[src/rtl/alu_op_sequencer.sv]
// Instruction sequencer for the datapath ALU: drives the op select, waits out the ALU latency,
// then turns the ALU flags into writeback/branch/done strobes and keeps sticky Z/N flags.
module alu_op_sequencer #(
  parameter int ALU_LATENCY = 1,
  parameter int OPW         = 4
) (
  input  logic           clk,
  input  logic           in_rst_n,
  input  logic           in_instr_valid,
  output logic           out_instr_ready,
  input  logic [OPW-1:0] in_opcode,
  output logic [2:0]     out_ctrl_aluop,
  input  logic           in_alu_zero,
  input  logic           in_alu_neg,
  output logic           out_reg_we,
  output logic           out_branch_taken,
  output logic           out_done,
  output logic           out_illegal,
  output logic           out_flag_z,
  output logic           out_flag_n
);

  typedef enum logic [1:0] {IDLE, EXEC, EVAL} state_t;
  typedef enum logic [2:0] {BR_NONE, BR_ALU_Z, BR_ALU_N, BR_FLAG_Z, BR_FLAG_N} br_t;

  typedef struct packed {
    logic       alu;
    logic [2:0] aluop;
    logic       we;
    logic       upd;
    br_t        br;
    logic       ill;
  } dec_t;

  localparam logic [2:0] CNT_INIT = 3'(ALU_LATENCY);

  function automatic dec_t decode(input logic [OPW-1:0] op);
    dec_t d;
    d = '{alu: 1'b0, aluop: 3'b111, we: 1'b0, upd: 1'b0, br: BR_NONE, ill: 1'b0};
    case (op)
      OPW'(0):  ;
      OPW'(1):  d = '{alu: 1'b1, aluop: 3'b100, we: 1'b1, upd: 1'b1, br: BR_NONE,   ill: 1'b0};
      OPW'(2):  d = '{alu: 1'b1, aluop: 3'b010, we: 1'b1, upd: 1'b1, br: BR_NONE,   ill: 1'b0};
      OPW'(3):  d = '{alu: 1'b1, aluop: 3'b001, we: 1'b1, upd: 1'b1, br: BR_NONE,   ill: 1'b0};
      OPW'(4):  d = '{alu: 1'b1, aluop: 3'b000, we: 1'b1, upd: 1'b1, br: BR_NONE,   ill: 1'b0};
      OPW'(5):  d = '{alu: 1'b1, aluop: 3'b111, we: 1'b1, upd: 1'b0, br: BR_NONE,   ill: 1'b0};
      OPW'(6):  d = '{alu: 1'b1, aluop: 3'b111, we: 1'b0, upd: 1'b0, br: BR_ALU_Z,  ill: 1'b0};
      OPW'(7):  d = '{alu: 1'b1, aluop: 3'b111, we: 1'b0, upd: 1'b0, br: BR_ALU_N,  ill: 1'b0};
      OPW'(8):  d = '{alu: 1'b1, aluop: 3'b000, we: 1'b0, upd: 1'b1, br: BR_NONE,   ill: 1'b0};
      OPW'(9):  d.br = BR_FLAG_Z;
      OPW'(10): d.br = BR_FLAG_N;
      default:  d.ill = 1'b1;
    endcase
    return d;
  endfunction

  function automatic logic take_branch(input br_t br, input logic az, input logic an,
                                       input logic fz, input logic fn);
    case (br)
      BR_ALU_Z:  return az;
      BR_ALU_N:  return an;
      BR_FLAG_Z: return fz;
      BR_FLAG_N: return fn;
      default:   return 1'b0;
    endcase
  endfunction

  state_t     state;
  logic [2:0] cnt;
  dec_t       dec_in;
  dec_t       dec_p0;

  always_comb begin
    dec_in = decode(in_opcode);
  end

  assign out_instr_ready = (state == IDLE);

  always_ff @(posedge clk or negedge in_rst_n) begin
    if (!in_rst_n) begin
      state            <= IDLE;
      cnt              <= 3'd0;
      dec_p0           <= '{alu: 1'b0, aluop: 3'b111, we: 1'b0, upd: 1'b0, br: BR_NONE, ill: 1'b0};
      out_ctrl_aluop   <= 3'b111;
      out_reg_we       <= 1'b0;
      out_branch_taken <= 1'b0;
      out_done         <= 1'b0;
      out_illegal      <= 1'b0;
      out_flag_z       <= 1'b0;
      out_flag_n       <= 1'b0;
    end else begin
      out_reg_we       <= 1'b0;
      out_branch_taken <= 1'b0;
      out_done         <= 1'b0;
      out_illegal      <= 1'b0;
      case (state)
        IDLE: begin
          if (in_instr_valid) begin
            dec_p0 <= dec_in;
            if (dec_in.alu) begin
              out_ctrl_aluop <= dec_in.aluop;
              cnt            <= CNT_INIT;
              state          <= EXEC;
            end else begin
              // non-ALU ops hold one extra cycle in EVAL so every opcode completes 2+ edges after accept
              cnt   <= 3'd1;
              state <= EVAL;
            end
          end
        end
        EXEC: begin
          if (cnt == 3'd1) begin
            cnt   <= 3'd0;
            state <= EVAL;
          end else begin
            cnt <= cnt - 3'd1;
          end
        end
        EVAL: begin
          if (cnt != 3'd0) begin
            cnt <= cnt - 3'd1;
          end else begin
            out_done         <= 1'b1;
            out_reg_we       <= dec_p0.we;
            out_illegal      <= dec_p0.ill;
            out_branch_taken <= take_branch(dec_p0.br, in_alu_zero, in_alu_neg,
                                            out_flag_z, out_flag_n);
            if (dec_p0.upd) begin
              out_flag_z <= in_alu_zero;
              out_flag_n <= in_alu_neg;
            end
            state <= IDLE;
          end
        end
        default: state <= IDLE;
      endcase
    end
  end

endmodule

[config.mk]
export PLATFORM = sky130hd
export DESIGN_NAME = alu_op_sequencer
export DESIGN_NICKNAME = d
export VERILOG_FILES = /design/src/rtl/alu_op_sequencer.sv
export SDC_FILE = /design/constraint.sdc
export NUM_CORES = 1
export LEC_CHECK = 0
export CORE_ASPECT_RATIO = 1.75
export CORE_MARGIN = 10
export CORE_UTILIZATION = 45
export DETAILED_ROUTE_END_ITERATION = 10
export PLACE_DENSITY = 0.83
export SLEW_MARGIN = 20
export SYNTH_ARGS = -nofsm -noshare
export SYNTH_HDL_FRONTEND = slang
export SYNTH_SLANG_ARGS = --single-unit
[constraint.sdc]
create_clock -name clk -period 1.5 [get_ports clk]
set_input_delay 0.3 -clock clk [delete_from_list [all_inputs] [get_ports clk]]
set_output_delay 0.3 -clock clk [all_outputs]
set_load 0.03 [all_outputs]
== Word-level counts from Yosys, hierarchy flattened ==
Index checks and enable logic that the tools add are counted.

* Bits in latches: 0
* Output and inout bits: 10
* Memories kept: 0
* Bits in read-only memories: 0
* Bits in registers: 20
* Logic and storage cells: 68
* Bits in writable memories: 0
* Bits of input ports: 9

* $mul: 0
* Bitwise operators: 1
* Mux-type cells: 21
* Order comparisons: 0
* Shifts and indexed selects: 0
* Reductions and logical operators: 11
* Div/mod/pow operators: 0
* Equal/unequal tests: 21
* $add $sub $neg: 1

{| class="wikitable"
|+ Operators with widths
! kind !! number
|-
| $pmux W6 S7 || 1
|-
| $eq A4 B3 Y1 const B || 4
|-
| $eq A4 B4 Y1 const B || 3
|-
| $pmux W3 S4 || 1
|-
| $reduce_and A3 Y1 || 4
|-
| $reduce_or A11 Y1 || 1
|-
| $mux W1 || 9
|-
| $mux W3 || 3
|-
| $pmux W3 S3 || 1
|-
| $eq A4 B2 Y1 const B || 2
|-
| $mux W2 || 4
|-
| $ne A2 B2 Y1 const B || 4
|-
| $eq A3 B1 Y1 const B || 2
|-
| $eq A3 B2 Y1 const B || 2
|-
| $pmux W2 S3 || 1
|-
| $reduce_bool A3 Y1 || 2
|-
| $eq A4 B1 Y1 const B || 1
|-
| $logic_not A4 Y1 || 1
|-
| $pmux W1 S4 || 1
|-
| $eq A3 B3 Y1 const B || 1
|-
| $sub A3 B1 Y3 const B || 1
|-
| $eq A2 B1 Y1 const B || 1
|-
| $eq A2 B2 Y1 const B || 1
|-
| $logic_not A2 Y1 || 1
|-
| other kinds (3) || 3
|}

== Depth between registers and ports, before layout ==
* Depth in word-level cells: 6
* Mapped depth: 7
* Depth with buffers taken out: 6

== Worst setup path after synthesis ==
Ideal clock, no wire load.

* Path type: reg-to-reg
* From: register state[0]
* To: register out_ctrl_aluop[1]
* Data required time: 1.400 ns
* Buffers on the path: 0
* Cell stages (with the launch flop): 7
* Path slack: -0.225 ns
* Arrival: 1.625 ns
* Period minus slack after synthesis: 1.725 ns
* Setup time: 0.100 ns
* Path through: dfrtp_1 -> inv_1 -> ha_1 -> nand2_1 -> or4b_1 -> o21ai_0 -> a221oi_1

* Word-level cells in the longest chain between the ends: 2

{| class="wikitable"
|+ Ends and longest elaborated chain
! element !! line !! RTL
|-
| start, declared || 68 || <nowiki>state_t state;</nowiki>
|-
| start signal, assigned || 81 || <nowiki>state <= IDLE;</nowiki>
|-
| start signal, assigned || 103 || <nowiki>state <= EXEC;</nowiki>
|-
| start signal, assigned || 107 || <nowiki>state <= EVAL;</nowiki>
|-
| $logic_not A2 Y1 || n/a ||
|-
| via out_instr_ready || 10 || <nowiki>output logic out_instr_ready,</nowiki>
|-
| $reduce_and A3 Y1 (no line) || n/a ||
|-
| end signal, assigned || 101 || <nowiki>out_ctrl_aluop <= dec_in.aluop;</nowiki>
|-
| end, declared || 12 || <nowiki>output logic [2:0] out_ctrl_aluop,</nowiki>
|}

The timed path passes the listed nets, and every way through them passes these cells.
A chain may end at the register's enable or synchronous reset.

== Final worst setup path ==
* From: register cnt[0]
* To: register cnt[0]

* Word-level cells in the longest chain between the ends: 3
* Elaborated cells between the ends (all ways): 8
* Classes of those cells: add/sub: 1; eq/ne: 2; mux: 3; reduce/logical: 2

{| class="wikitable"
|+ Ends and longest elaborated chain
! element !! line !! RTL
|-
| start, declared || 69 || <nowiki>logic [2:0] cnt;</nowiki>
|-
| start signal, assigned || 116 || <nowiki>cnt <= cnt - 3'd1;</nowiki>
|-
| start signal, assigned || 121 || <nowiki>cnt <= cnt - 3'd1;</nowiki>
|-
| $sub A3 B1 Y3, or another cell as far along || 116, 121 ||
|-
| $mux W3, or another cell as far along || 120 || <nowiki>if (cnt != 3'd0) begin</nowiki>
|-
| $pmux W3 S3 or $reduce_and A3 Y1 (tied branches) || n/a ||
|}

Several ways; a longest one is shown, not always the timed one. The select of a mux whose other input is x is not followed.

==> out/summary.txt <==
STATUS
----------------------------------------------------------------------------------------
Result of the run .........................................................    completed

WORST SETUP PATH
----------------------------------------------------------------------------------------
List of cells traversed by the critical path .............................. inv_1, ha_2, and3b_2, nor3b_4, o211ai_1, o21a_1
Arrival time reported for the critical path endpoint ......................      1.63 ns
Crit path capture type ....................................................         flop
Crit path largest cell delay ..............................................      0.35 ns
Slowest stage cell on the critical path ................................... sky130_fd_sc_hd__dfrtp_1
Logic depth of the worst setup path including buffers .....................            6
Largest fanout on the critical path .......................................            6
Number of buffers and inverters on the critical path ......................            1
Worst Path Required .......................................................      1.65 ns
Logic depth of the worst register-to-register path ........................            6
Start point of the critical path .......................................... cnt[0]$_DFFE_PN0P_
Kind of critical path ..................................................... flop to flop
Worst reg-to-reg setup slack ..............................................      0.02 ns
Reg2reg end ............................................................... cnt[0]$_DFFE_PN0P_
Crit Reg-Reg Startpoint ................................................... cnt[0]$_DFFE_PN0P_
Family with the most delay on the worst path .............................. simple AND/OR/NAND/NOR gates
Worst Setup Start Kind ....................................................         flop
Destination of the critical timing path ................................... cnt[0]$_DFFE_PN0P_

GLOBAL ROUTING
----------------------------------------------------------------------------------------
Overall Global Routing Usage ..............................................        11.3%
Largest net degree at the start of global routing .........................           21
Aggregate global routing overflow .........................................            0
Vias in the first global route ............................................         1112
Wire length of the first global-routing pass ..............................      4720 um
Number of antenna violations at the first check in global routing .........            0

PWR
----------------------------------------------------------------------------------------
Net switching share of the total power ....................................        40.8%
Sequential fraction of design power .......................................        30.5%
Power share of the combinational group ....................................        55.4%
Internal power component ..................................................      1.74 mW
Total net switching power .................................................      1.20 mW
Portion of total power attributed to the clock network ....................        14.1%
VDD IR-drop max ...........................................................      1.05 mV
Leakage ...................................................................     0.735 nW
PwrDens ................................................................... 1800 nW/um^2

FLOORPLANNING
----------------------------------------------------------------------------------------
Die area ..................................................................    5130 um^2
Placeable Area ............................................................    2490 um^2
Die extent in y ...........................................................      87.5 um
Die width .................................................................      58.6 um
Row cnt ...................................................................           24
Effective utilization at floorplan ........................................        47.0%
IO Pins ...................................................................           19

PLACEMENT
----------------------------------------------------------------------------------------
Placer Congestion .........................................................        0.859
Number of port buffers ....................................................           18
Half-perimeter wire length after detailed placement .......................      2210 um
Cell area after placement .................................................    1520 um^2

ROUTE
----------------------------------------------------------------------------------------
Wire length per cell ......................................................      15.3 um
Total DRC errors in the routed layout .....................................            0
Per-cell via count in the routed design ...................................         5.49
Number of iterations in the first detailed-routing pass ...................            4
Count of routing violations after the opening detailed-route iteration ....           19
WL final ..................................................................      2860 um
Post-route ant nets .......................................................            0
Vias ......................................................................         1027

YOSYS
----------------------------------------------------------------------------------------
Avg Cell Area, Syn ........................................................    9.45 um^2
Summed instance area of the synthesized netlist ...........................    1170 um^2
Most used flip-flop cell after synthesis .................................. sky130_fd_sc_hd__dfrtp_1
Yosys warning count .......................................................            0
Mapped Nets ...............................................................          140
Number of synthesized register bits .......................................           20
Number of cells produced by synthesis .....................................          124
Fraction of registers with async set/reset ................................         100%
Seq/Total Area, Yosys .....................................................        43.0%
Unique masters post-synth .................................................           41
Post-synth EDFFs ..........................................................            0

FINAL LAYOUT
----------------------------------------------------------------------------------------
Multi-input combinational cell area .......................................     696 um^2
Share of post-route cells with drive strength above 1 .....................        34.8%
Post-route cell area ......................................................    1630 um^2
Most used cells in the layout excluding fill and tap cells ................ sky130_fd_sc_hd__buf_4, sky130_fd_sc_hd__dfrtp_1, sky130_fd_sc_hd__nand2_1, sky130_fd_sc_hd__o21ai_0
Most common cell after layout, fill and taps aside ........................ sky130_fd_sc_hd__buf_4
Antenna Cells .............................................................            0
Count of fill cells added during filler insertion .........................          205
Area taken by flip-flops and latches ......................................     504 um^2
Synthesis-to-finish area growth ...........................................        39.4%
Final Net Count ...........................................................          178
Post-layout utilization of the core .......................................        65.6%

CLOCK NETWORK
----------------------------------------------------------------------------------------
Clock-pin transition on the worst setup and hold timing paths .............      0.07 ns
Hold Buf Count CTS ........................................................            0
Clk buf depth .............................................................            2
Clock tree from TritonCTS .................................................         done
Number of buffers created by CTS ..........................................            3
Clock tree root buffer cell ............................................... sky130_fd_sc_hd__clkbuf_8
Number of sinks driven by the clock tree ..................................           20
Worst-Skew Late Latency ...................................................      0.26 ns
# H-tree levels ...........................................................            1

STA
----------------------------------------------------------------------------------------
Final number of max-transition violations .................................            0
Setup TNS Final ...........................................................         0 ns
Highest achievable clock rate .............................................      675 MHz
Clock tree skew after final layout ........................................   0.00222 ns
Final count of hold timing violations .....................................            0
Transition at the pin with the smallest max-transition slack ..............     0.332 ns
Portion of the clock cycle consumed by the worst path in the final layout .        98.8%
Number of endpoints failing setup at the final stage ......................            0
Max transition margin .....................................................        77.8%
Setup repair after global routing missed its margin .......................         true
Time the final worst path needs with I/O delays and setup .................      1.48 ns

HOLD PATH
----------------------------------------------------------------------------------------
Hold Crit Class ........................................................... primary input to asynchronous set/reset pin

RUN
----------------------------------------------------------------------------------------
Maximum Capacitance Violations ............................................            0

==> state kept, by name (all words and copies together), names as in the netlist <==
name and count:
dec_p0 6, out_branch_taken 1, out_flag_z 1, out_reg_we 1, state 2, out_illegal 1, cnt 3, out_done 1
out_ctrl_aluop 3, out_flag_n 1
==> per-layer routing <==
layer	GRT usage [%]	share of wire (%)	vias up
met3	2.92	3.3	4
met5	0	0	-
met2	21.4	59	12
met4	5.03	1.3	0
met1	10.7	36	500
li1	-	-	511
==> how the worst min path moves through the flow <==
stage                             to  slack [ns]  cells past startpoint
2_1_floorplan     cnt[0]$_DFFE_PN0P_       0.004                      0
3_3_place_gp   dec_p0[0]$_DFFE_PN0P_        0.45                      2
3_5_place_dp   dec_p0[0]$_DFFE_PN0P_        0.47                      2
4_1_cts           cnt[2]$_DFFE_PN0P_        0.38                      2
5_1_grt           cnt[2]$_DFFE_PN0P_        0.39                      2
6_report          cnt[2]$_DFFE_PN0P_        0.37                      2
==> cell usage after synthesis, types with 2 or more instances <==
cell type	count	area share, %
sky130_fd_sc_hd__a21oi_1	8	3.4
sky130_fd_sc_hd__a221oi_1	3	2.2
sky130_fd_sc_hd__and2_1	2	1.1
sky130_fd_sc_hd__buf_2	3	1.3
sky130_fd_sc_hd__dfrtp_1	17	36
sky130_fd_sc_hd__dfstp_2	3	6.7
sky130_fd_sc_hd__ha_1	7	7.5
sky130_fd_sc_hd__inv_1	6	1.9
sky130_fd_sc_hd__mux2_2	3	2.9
sky130_fd_sc_hd__nand2_1	17	5.4
sky130_fd_sc_hd__nand2b_1	4	2.1
sky130_fd_sc_hd__nand3b_1	2	1.3
sky130_fd_sc_hd__nor2_1	8	2.6
sky130_fd_sc_hd__nor3_1	2	0.85
sky130_fd_sc_hd__nor3b_1	2	1.3
sky130_fd_sc_hd__o21ai_0	11	4.7
sky130_fd_sc_hd__xnor2_1	2	1.5
==> layout make-up <==
type	instances	share of cell area, %
clock buffers	4	3.37
inverters	7	1.61
multi-input cells	91	42.6
flip-flops and latches	20	30.9
well taps	26	1.99
repair buffers	39	19.6
==> cell families after synthesis <==
group / after synthesis / share of synthesized area, %
and+or+nand+nor: 45 / 21.0
AOI/OAI and AO/OA: 32 / 17.1
adders and majority gates: 7 / 7.47
muxes: 4 / 3.74
buffers and inverters: 13 / 5.44
DFF: 20 / 43.0
xor gates and xnor gates: 3 / 2.24
==> repair_timing <==
action	CTS	global route
setup endpoints to repair	12	11
setup buffers	0	1
gates resized for setup	10	14
pin swaps	0	4
hold endpoints to repair	0	0
==> power by group through the flow <==
stage / clock [mW] / combinational [mW] / sequential (mW)
after detailed placement: 0 / 1.51 / 0.908
after global placement: 0 / 1.45 / 0.886
after global routing: 0.433 / 1.80 / 0.924
after floorplan: 0 / 0.816 / 1.05
final: 0.413 / 1.63 / 0.897
after CTS: 0.411 / 1.51 / 0.896
==> metrics by stage <==
stage	power (mW)	std cells	hold slack (ns)	setup slack, ns
finish	2.94	187	0.374	0.0180
CTS	2.82	186	0.378	0.00237
global placement	2.34	182	0.454	-0.131
global route	3.15	187	0.386	-0.0697
detailed placement	2.42	182	0.466	-0.271
floorplan	1.86	124	0.00441	0.0105
(Power assumes the default switching activity.)
